**src/rtl/vsc_pkg.sv**
```systemverilog
// Shared definitions for the vector sweep checker: FSM state encoding and
// the settle counter width.
package vsc_pkg;

    typedef enum logic [1:0] {
        S_IDLE    = 2'd0,
        S_SETTLE  = 2'd1,
        S_COMPARE = 2'd2,
        S_FINISH  = 2'd3
    } state_t;

    // Wide enough for the largest settle reload value (SETTLE-1 <= 254).
    localparam int CNT_W = $clog2(256);

endpackage

```
**src/rtl/settle_timer.sv**
```systemverilog
// Down-counter that times the settle window of each vector: load has
// priority over decrement, zero flags an expired window.
module settle_timer
    import vsc_pkg::*;
(
    input  logic             clk,
    input  logic             rst_n,
    input  logic             load,
    input  logic [CNT_W-1:0] load_val,
    input  logic             dec,
    output logic             zero
);

    logic [CNT_W-1:0] count;

    always_ff @(posedge clk or negedge rst_n) begin
        if (!rst_n) begin
            count <= '0;
        end else if (load) begin
            count <= load_val;
        end else if (dec && count != '0) begin
            count <= count - CNT_W'(1);
        end
    end

    assign zero = (count == '0);

endmodule

```
**config.mk**
```make
export PLATFORM = sky130hd
export DESIGN_NAME = settle_timer
export DESIGN_NICKNAME = d
export VERILOG_FILES = /design/src/rtl/vsc_pkg.sv /design/src/rtl/settle_timer.sv
export SDC_FILE = /design/constraint.sdc
export NUM_CORES = 1
export LEC_CHECK = 0
export CAP_MARGIN = 5
export CORE_AREA = 4 4 41 43
export CTS_BUF_LIST = sky130_fd_sc_hd__clkbuf_16
export CTS_CLUSTER_DIAMETER = 80
export DETAILED_ROUTE_END_ITERATION = 6
export DIE_AREA = 0 0 45 47
export PLACE_DENSITY = 0.72
export SLEW_MARGIN = 20
export SYNTH_ARGS = -nofsm -noshare
export SYNTH_HDL_FRONTEND = slang
export SYNTH_SLANG_ARGS = --single-unit
```
**constraint.sdc**
```tcl
create_clock -name clk -period 2.1 [get_ports clk]
set_input_delay 0.21 -clock clk [delete_from_list [all_inputs] [get_ports clk]]
set_output_delay 0.21 -clock clk [all_outputs]
set_load 0.01 [all_outputs]
```
==> flow_metrics.tcl, run 1 <==
set metrics [dict create \
    outcome "finished clean" \
    worstSkewPairLatency_ns 0.23 \
    ant_nets 0 \
    async_reset_ff_share_pct 100 \
    fin_crit_sh_pct 93.1 \
    first_global_vias 503 \
    slew_headroom_pct 53.1 \
    ios 13 \
    hold_class "in -> async" \
    grt_usage_pct 15.1 \
    r2r_start "count[3]" \
    cts_max_level 1 \
    via_per_inst 6.09 \
    critPathCaptureType "flop" \
    grt_max_degree 11 \
    hold_viol 0 \
    finalNetCount 91 \
    drive_gt1_share_pct 14.7 \
    combPwrFrac_pct 17.6 \
    grt_setup_unrepaired "no" \
    startpoint_type "flop" \
    drcViolationCount 0 \
    post-place-ws_ns 0.000678 \
    critPathLaunch "count[3]" \
    die-area_sq_um 2120 \
    setup_ws_ns 0.146 \
    final_common_cell "clkdlybuf4s50_1" \
    dr_total_vias 548 \
    cts_buffer_depth 2 \
    clk_pin_slew_ns 0.04 \
    worst_hold_slack_ns 0.268 \
    post_cts_buffers 0 \
    synth_cell_types 31 \
    reg.largest.list "count (8)" \
    max_flop_register "count" \
    fin_util_pct 58.5 \
    powerDensity_nw_per_um2 819 \
    coreArea_sq_um 1300 \
    postCtsHoldBufs 0 \
    core.rowCount 13 \
    fin_crit_ns 1.95 \
    drtIter0Drc 10 \
    yosysSeqAreaShare_pct 37.9 \
    area.growth.synth_to_final_pct 44.1 \
    synthCells 58 \
    chipWidth_um 45 \
    netSwitchingFraction_pct 23.9 \
    drt-pass1-iter-count 4 \
    syn-num-nets 72 \
    drv_cap 0 \
    setup-violations-final 0 \
    start_util_pct 40.6 \
    io_buffers 12 \
    power.switching_mw 0.149 \
    global_route.overflow_total 0 \
    timing.fmax_mhz 512 \
    final.fill_count 109 \
    routed_wirelength_um 1370 \
    place_congestion 0.896 \
    cts_tree "yes" \
    avgSynthCellArea_sq_um 9.10 \
    p_total_mw 0.623 \
    reg2reg_slack_ns 0.15 \
    grt_pass1_wl_um 2240 \
    worst_pin_slew_ns 0.698 \
    yosys_most_used_dff "dfrtp_1" \
    synth_seq_cells 8 \
    dp_hpwl_um 1000 \
    skew_ns 0.00210 \
    cp_max_fo 6 \
    antenna_found_initial 0 \
    leakagePower_nw 0.298 \
    arrival_ns 2.10 \
    drv_slew 0 \
    finalSetupTns_ns 0 \
    crit_type "reg -> reg" \
    peakVddDrop_v 0.000565 \
    synth_edf_count 0 \
    wl_per_cell_um 15.2 \
    syn_area_sq_um 528 \
    cts_buffers 3 \
    most-common-layout-cells "clkdlybuf4s50_1, dfrtp_1, nor2_1, buf_4" \
    n_antenna_cell 0 \
    root_buffer "clkbuf_16" \
    dieHeight_um 47 \
    synth_warnings 0 \
    internal_power_mw 0.475 \
    numClockSinks 8 \
    pwr-share-seq_pct 30.4 \
    largest_register_ffs 8 \
    required_ns 2.25 \
    power_frac_clock_pct 52.0 \
]
==> cell usage after synthesis, types with 2 or more instances <==
library cell / count / area, sq um
nor3b_1: 3 / 22.5
inv_1: 2 / 7.51
a31oi_1: 2 / 12.5
a21oi_1: 3 / 15.0
nand2_1: 2 / 7.51
a221o_1: 2 / 20.0
nand3_1: 2 / 10.0
o21ai_0: 2 / 10.0
nor2_1: 5 / 18.8
nor3_1: 3 / 15.0
nand4_1: 2 / 12.5
or4_1: 3 / 22.5
ha_1: 2 / 25.0
dfrtp_1: 8 / 200
==> power groups by stage <==
| stage | logic, mW | clock network [mW] | registers, mW |
|---|---|---|---|
| 4_1_cts | 0.109 | 0.330 | 0.189 |
| 3_5_place_dp | 0.108 | 0 | 0.190 |
| 3_3_place_gp | 0.107 | 0 | 0.189 |
| 5_1_grt | 0.121 | 0.344 | 0.192 |
| 6_report | 0.110 | 0.324 | 0.190 |
| 2_1_floorplan | 0.0602 | 0 | 0.188 |
==> stage by stage <==
step / instance area, sq um / cells
finish: 761 / 90
global route: 761 / 90
CTS: 762 / 90
detailed placement: 688 / 87
global placement: 688 / 87
floorplan: 528 / 58
==> what timing repair did <==
item / CTS / global route
endpoints found under the setup margin: 1 / 1
gates resized for setup: 1 / 3
pin swaps: 0 / 0
==> worst max-delay path, stage by stage, from the launching register on <==
cell	delay, ns
dfrtp_1	0.42
or4_1	0.58
buf_4	0.18
or4_1	0.49
a31oi_1	0.19
==> per-layer routing <==
| layer | vias to the layer above | track usage (%) | part of all wire (%) |
|---|---|---|---|
| li1 | 266 | - | - |
| met1 | 257 | 19.3 | 45 |
| met2 | 23 | 21.8 | 46 |
| met3 | 2 | 7.66 | 8.1 |
| met4 | 0 | 5.85 | 0.59 |
| met5 | - | 0 | 0 |
==> cell type report <==
type | instances | area, sq um | share of cell area (%)
sequential | 8 | 200 | 26.3
tap | 15 | 18.8 | 2.47
timing repair buffer | 16 | 145 | 19.1
inverter | 3 | 11.3 | 1.48
clock buffer | 3 | 75.1 | 9.87
multi-input combinational | 45 | 310 | 40.8
==> worst paths after layout <==
kind                       cells past startpoint       end
setup / recovery                               4  count[6]
hold / removal                                 1  count[7]
setup reg to reg                               4  count[6]
hold reg to reg                                2  count[1]
max in group asynchronous                      1  count[1]
min in group clk                               2  count[2]
==> cell families (layout without fill, tap and decap cells) <==
kind of cell,Yosys count,after routing,share of synthesized area (%)
DFF,8,8,37.9
buffers and inverters,5,22,3.79
and+or+nand+nor,25,25,27.5
AOI/OAI and AO/OA,18,18,26.1
adders and majority gates,2,2,4.74
(Power assumes the default switching activity.)
==> run 2, diff against run 1 <==
- GPL_ROUTABILITY_DRIVEN: default -> 0
- SETUP_SLACK_MARGIN: default -> 0.5
==> run 2 against run 1 <==
  * Utilization up 4.0 points
  * Setup slack better by 0.21 ns
  * Critical path type unchanged
  * Hold slack better by 0.0037 ns
  * Final area up 6.9%
  * Global-route usage up 1.6 points
  * Wire length up 8.4%
  * Final cell count up 5.6%
  * Critical endpoint is now count[7]
==> flow_metrics.tcl, run 2 (same netlist as run 1, synthesis figures left out) <==
set metrics [dict create \
    ios 13 \
    fin_util_pct 62.5 \
    grt_max_degree 11 \
    crit_slowest_cell "or4_4" \
    drv_slew 0 \
    ant_nets 0 \
    coreArea_sq_um 1300 \
    cts_tree "yes" \
    final_common_cell "clkdlybuf4s50_1" \
    n_antenna_cell 0 \
    hold_class "in -> async" \
    peakVddDrop_v 0.000453 \
    cts_buffers 3 \
    chipWidth_um 45 \
    dieHeight_um 47 \
    powerDensity_nw_per_um2 784 \
    worst_pin_slew_ns 0.647 \
    antenna_found_initial 0 \
    via_per_inst 5.77 \
    start_util_pct 40.6 \
    critPathCaptureType "flop" \
    drv_cap 0 \
    drcViolationCount 0 \
    area.growth.synth_to_final_pct 54.0 \
    arrival_ns 1.85 \
    wl_met2_um 726 \
    routed_wirelength_um 1480 \
    grt_pass1_wl_um 2550 \
    io_buffers 12 \
    skew_ns 0.000796 \
    first_global_vias 587 \
    critPathLaunch "count[3]" \
    dr_total_vias 548 \
    outcome "finished clean" \
    slew_headroom_pct 56.5 \
    crit_type "reg -> reg" \
    cts_buffer_depth 2 \
    cpPeakStageDelay_ns 0.55 \
    hold_viol 0 \
    grt_setup_unrepaired "yes" \
    numClockSinks 8 \
    core.rowCount 13 \
    fin_crit_sh_pct 83.1 \
    finalNetCount 96 \
    final_area_sq_um 813 \
    worst-path-buf-inv 1 \
    max_flop_register "count" \
    most-common-layout-cells "clkdlybuf4s50_1, dfrtp_1, buf_4" \
    final.fill_count 112 \
    cp_cell_sequence "or4_4, buf_6, o311a_1, a221o_1" \
    leakagePower_nw 0.325 \
    startpoint_type "flop" \
    required_ns 2.21 \
    top_layer "met4" \
    grt_usage_pct 16.7 \
    dr_wl_met3_um 54 \
    setup-violations-final 0 \
    cts_max_level 1 \
    drtIter0Drc 22 \
    largest_register_ffs 8 \
    root_buffer "clkbuf_16" \
    global_route.overflow_total 0 \
    cp_max_fo 4 \
    place_area_sq_um 696 \
    critPathTopFamily "compound AO/OA/AOI/OAI gates" \
    finalSetupTns_ns 0 \
    worstSkewPairLatency_ns 0.23 \
    die-area_sq_um 2120 \
    fin_crit_ns 1.74 \
    drive_gt1_share_pct 26.3 \
    r2r_start "count[3]" \
    reg.largest.list "count (8)" \
    drt-pass1-iter-count 4 \
    dp_hpwl_um 1030 \
    wl_met1_um 691 \
    wl_per_cell_um 15.6 \
    clk_pin_slew_ns 0.04 \
    timing.fmax_mhz 573 \
]
## run 2: worst paths after layout
path,end,slack (ns),cells past startpoint
setup / recovery,count[7],0.36,4
min in group clk,count[4],0.55,3
hold / removal,count[0],0.27,1
hold reg to reg,count[1],0.59,2
max in group asynchronous,count[5],1.55,1
setup reg to reg,count[7],0.36,4
## run 2: stage by stage
| step | hold WS, ns | total power, mW | worst slack, ns | cells |
|---|---|---|---|---|
| final | 0.272 | 0.638 | 0.355 | 95 |
| after global routing | 0.305 | 0.670 | 0.290 | 95 |
| after CTS | 0.287 | 0.640 | 0.361 | 95 |
| after detailed placement | 0.528 | 0.301 | 0.0544 | 88 |
| after global placement | 0.522 | 0.297 | 0.0810 | 88 |
| after floorplan | -0.0856 | 0.250 | 0.386 | 58 |
## run 2: layout make-up
type / instances / area [sq um] / share of cell area (%)
clock buffers: 3 / 75.1 / 9.23
repair buffers: 21 / 186 / 22.9
well taps: 15 / 18.8 / 2.31
multi-input cells: 45 / 322 / 39.5
inverters: 3 / 11.3 / 1.38
flip-flops and latches: 8 / 200 / 24.6
## run 2: power by group
part | total [mW] | internal [mW] | switching [mW]
Sequential | 0.191 | 0.172 | 0.0192
Combinational | 0.129 | 0.0711 | 0.0577
Clock | 0.318 | 0.245 | 0.0725
## run 2: layer usage
| layer | track usage [%] | up-vias |
|---|---|---|
| met5 | 0 | - |
| met2 | 28.2 | 10 |
| li1 | - | 277 |
| met4 | 9.36 | 0 |
| met3 | 3.83 | 2 |
| met1 | 19.6 | 259 |
## run 2: repair_timing
item,CTS,global route
gates cloned,0,0
resized for setup,11,1
pin swaps,1,2
buffers inserted,4,0
hold buffers,0,0
setup endpoints to repair,4,9
==> run 3, diff against run 2 <==
- PLACE_DENSITY: 0.72 -> 0.75
- clock period: 2.1 -> 1.6 ns (I/O delays scaled with it)
==> run 3 against run 2 <==
  * The flow now finishes with violations (setup timing)
  * Final area rose by 28%
  * Sequential power rose by 27%
  * Hold slack got worse by 0.053 ns
  * Die area did not move
  * Critical path type unchanged
  * Largest cell class unchanged
  * Largest power group unchanged
==> flow_metrics.tcl, run 3 (same netlist as run 1, synthesis figures left out) <==
set metrics [dict create \
    global_route.overflow_total 0 \
    hold_viol 0 \
    ios 13 \
    final_common_cell "buf_4" \
    finalNetCount 111 \
    crit_type "reg -> reg" \
    chipWidth_um 45 \
    cts_buffer_depth 2 \
    clk_pin_slew_ns 0.04 \
    grt_setup_unrepaired "yes" \
    area.growth.synth_to_final_pct 97.2 \
    slew_headroom_pct 72.8 \
    n_antenna_cell 0 \
    root_buffer "clkbuf_16" \
    via_per_inst 6.00 \
    drv_slew 0 \
    hold_class "in -> async" \
    p_total_mw 0.984 \
    io_buffers 12 \
    power.switching_mw 0.262 \
    dieHeight_um 47 \
    core.rowCount 13 \
    pwr-share-seq_pct 24.7 \
    critPathLaunch "count[5]" \
    drcViolationCount 0 \
    most-common-layout-cells "buf_4, clkdlybuf4s50_1, dfrtp_1, buf_6, nor2_1" \
    antenna_found_initial 0 \
    reg.largest.list "count (8)" \
    fin_crit_sh_pct 110 \
    worst-path-buf-inv 1 \
    violations "setup timing" \
    largest_register_ffs 8 \
    power_frac_clock_pct 44.6 \
    cts_tree "yes" \
    cp_max_fo 5 \
    worst_hold_slack_ns 0.219 \
    internal_power_mw 0.722 \
    wl_per_cell_um 17.8 \
    postCtsHoldBufs 0 \
    critPathTopFamily "compound AO/OA/AOI/OAI gates" \
    combPwrFrac_pct 30.7 \
    drtIter0Drc 30 \
    routed_wirelength_um 1960 \
    start_util_pct 40.6 \
    ant_nets 0 \
    worst_pin_slew_ns 0.407 \
    timing.fmax_mhz 569 \
    peakVddDrop_v 0.000885 \
    skew_ns 0.00329 \
    numClockSinks 8 \
    worstSkewPairLatency_ns 0.24 \
    first_global_vias 641 \
    dr_total_vias 660 \
    leakagePower_nw 0.427 \
    cpPeakStageDelay_ns 0.50 \
    powerDensity_nw_per_um2 945 \
    final.fill_count 71 \
    grt_max_degree 9 \
    grt_pass1_wl_um 2980 \
    netSwitchingFraction_pct 26.7 \
    coreArea_sq_um 1300 \
    drive_gt1_share_pct 46.3 \
    cts_max_level 1 \
    startpoint_type "flop" \
    finalSetupTns_ns -0.695 \
    fin_crit_ns 1.76 \
    required_ns 1.72 \
    dp_hpwl_um 1170 \
    setup-violations-final 7 \
    r2r_start "count[5]" \
    drt-pass1-iter-count 4 \
    drv_cap 0 \
    outcome "finished with violations" \
    cts_buffers 3 \
    max_flop_register "count" \
    cp_cell_sequence "or4_4, buf_6, o311a_1, a221o_1" \
    setup_ws_ns -0.156 \
    critPathCaptureType "flop" \
    grt_usage_pct 22.0 \
    crit_slowest_cell "or4_4" \
    arrival_ns 1.88 \
    die-area_sq_um 2120 \
]
run 3: path summary, 6_finish.rpt:
kind,end,slack [ns],cells after the start
setup / recovery,count[7],-0.16,4
hold / removal,count[2],0.22,1
setup reg to reg,count[7],-0.16,4
hold reg to reg,count[0],0.68,3
max in group asynchronous,count[1],1.09,1
min in group clk,count[2],0.50,2
run 3: cell type report:
cell class | count | area, sq um | share of cell area [%]
well taps | 15 | 18.8 | 1.80
flip-flops and latches | 8 | 200 | 19.2
repair buffers | 36 | 325 | 31.2
clock buffers | 3 | 75.1 | 7.21
multi-input cells | 45 | 410 | 39.4
inverters | 3 | 11.3 | 1.08
run 3: per-stage QoR:
step	utilization, %	instance area, sq um	std cells	worst slack (ns)
floorplan	-	563	58	-0.114
global placement	63.2	822	101	-0.197
detailed placement	63.2	822	101	-0.187
CTS	76.1	990	107	-0.168
global route	80.0	1040	110	-0.176
finish	80.0	1040	110	-0.156
run 3: worst reg2reg max path, delay by kind of cell, from the launching register on:
kind                   cells  cell delay [ns]
AOI/OAI and AO/OA          2             0.59
buffers and inverters      1             0.14
and+or+nand+nor            1             0.50
DFF                        1             0.41
run 3: power by group through the flow:
stage | clock network [mW] | registers, mW | logic [mW]
6_report | 0.439 | 0.243 | 0.302
5_1_grt | 0.462 | 0.245 | 0.320
4_1_cts | 0.437 | 0.242 | 0.264
3_5_place_dp | 0 | 0.242 | 0.217
3_3_place_gp | 0 | 0.241 | 0.214
2_1_floorplan | 0 | 0.251 | 0.0945
run 3: timing repair:
item	4_1_cts	5_1_grt
buffers inserted	3	3
pin swaps	8	7
resized for setup	17	7
setup endpoints to repair	9	9
cloned	0	0
run 3: metal layers:
metal	wire length, um	track usage [%]	vias to the layer above
li1	-	-	307
met1	744	23.9	301
met2	934	33.6	41
met3	186	9.96	11
met4	97	16.4	0
met5	0	0	-
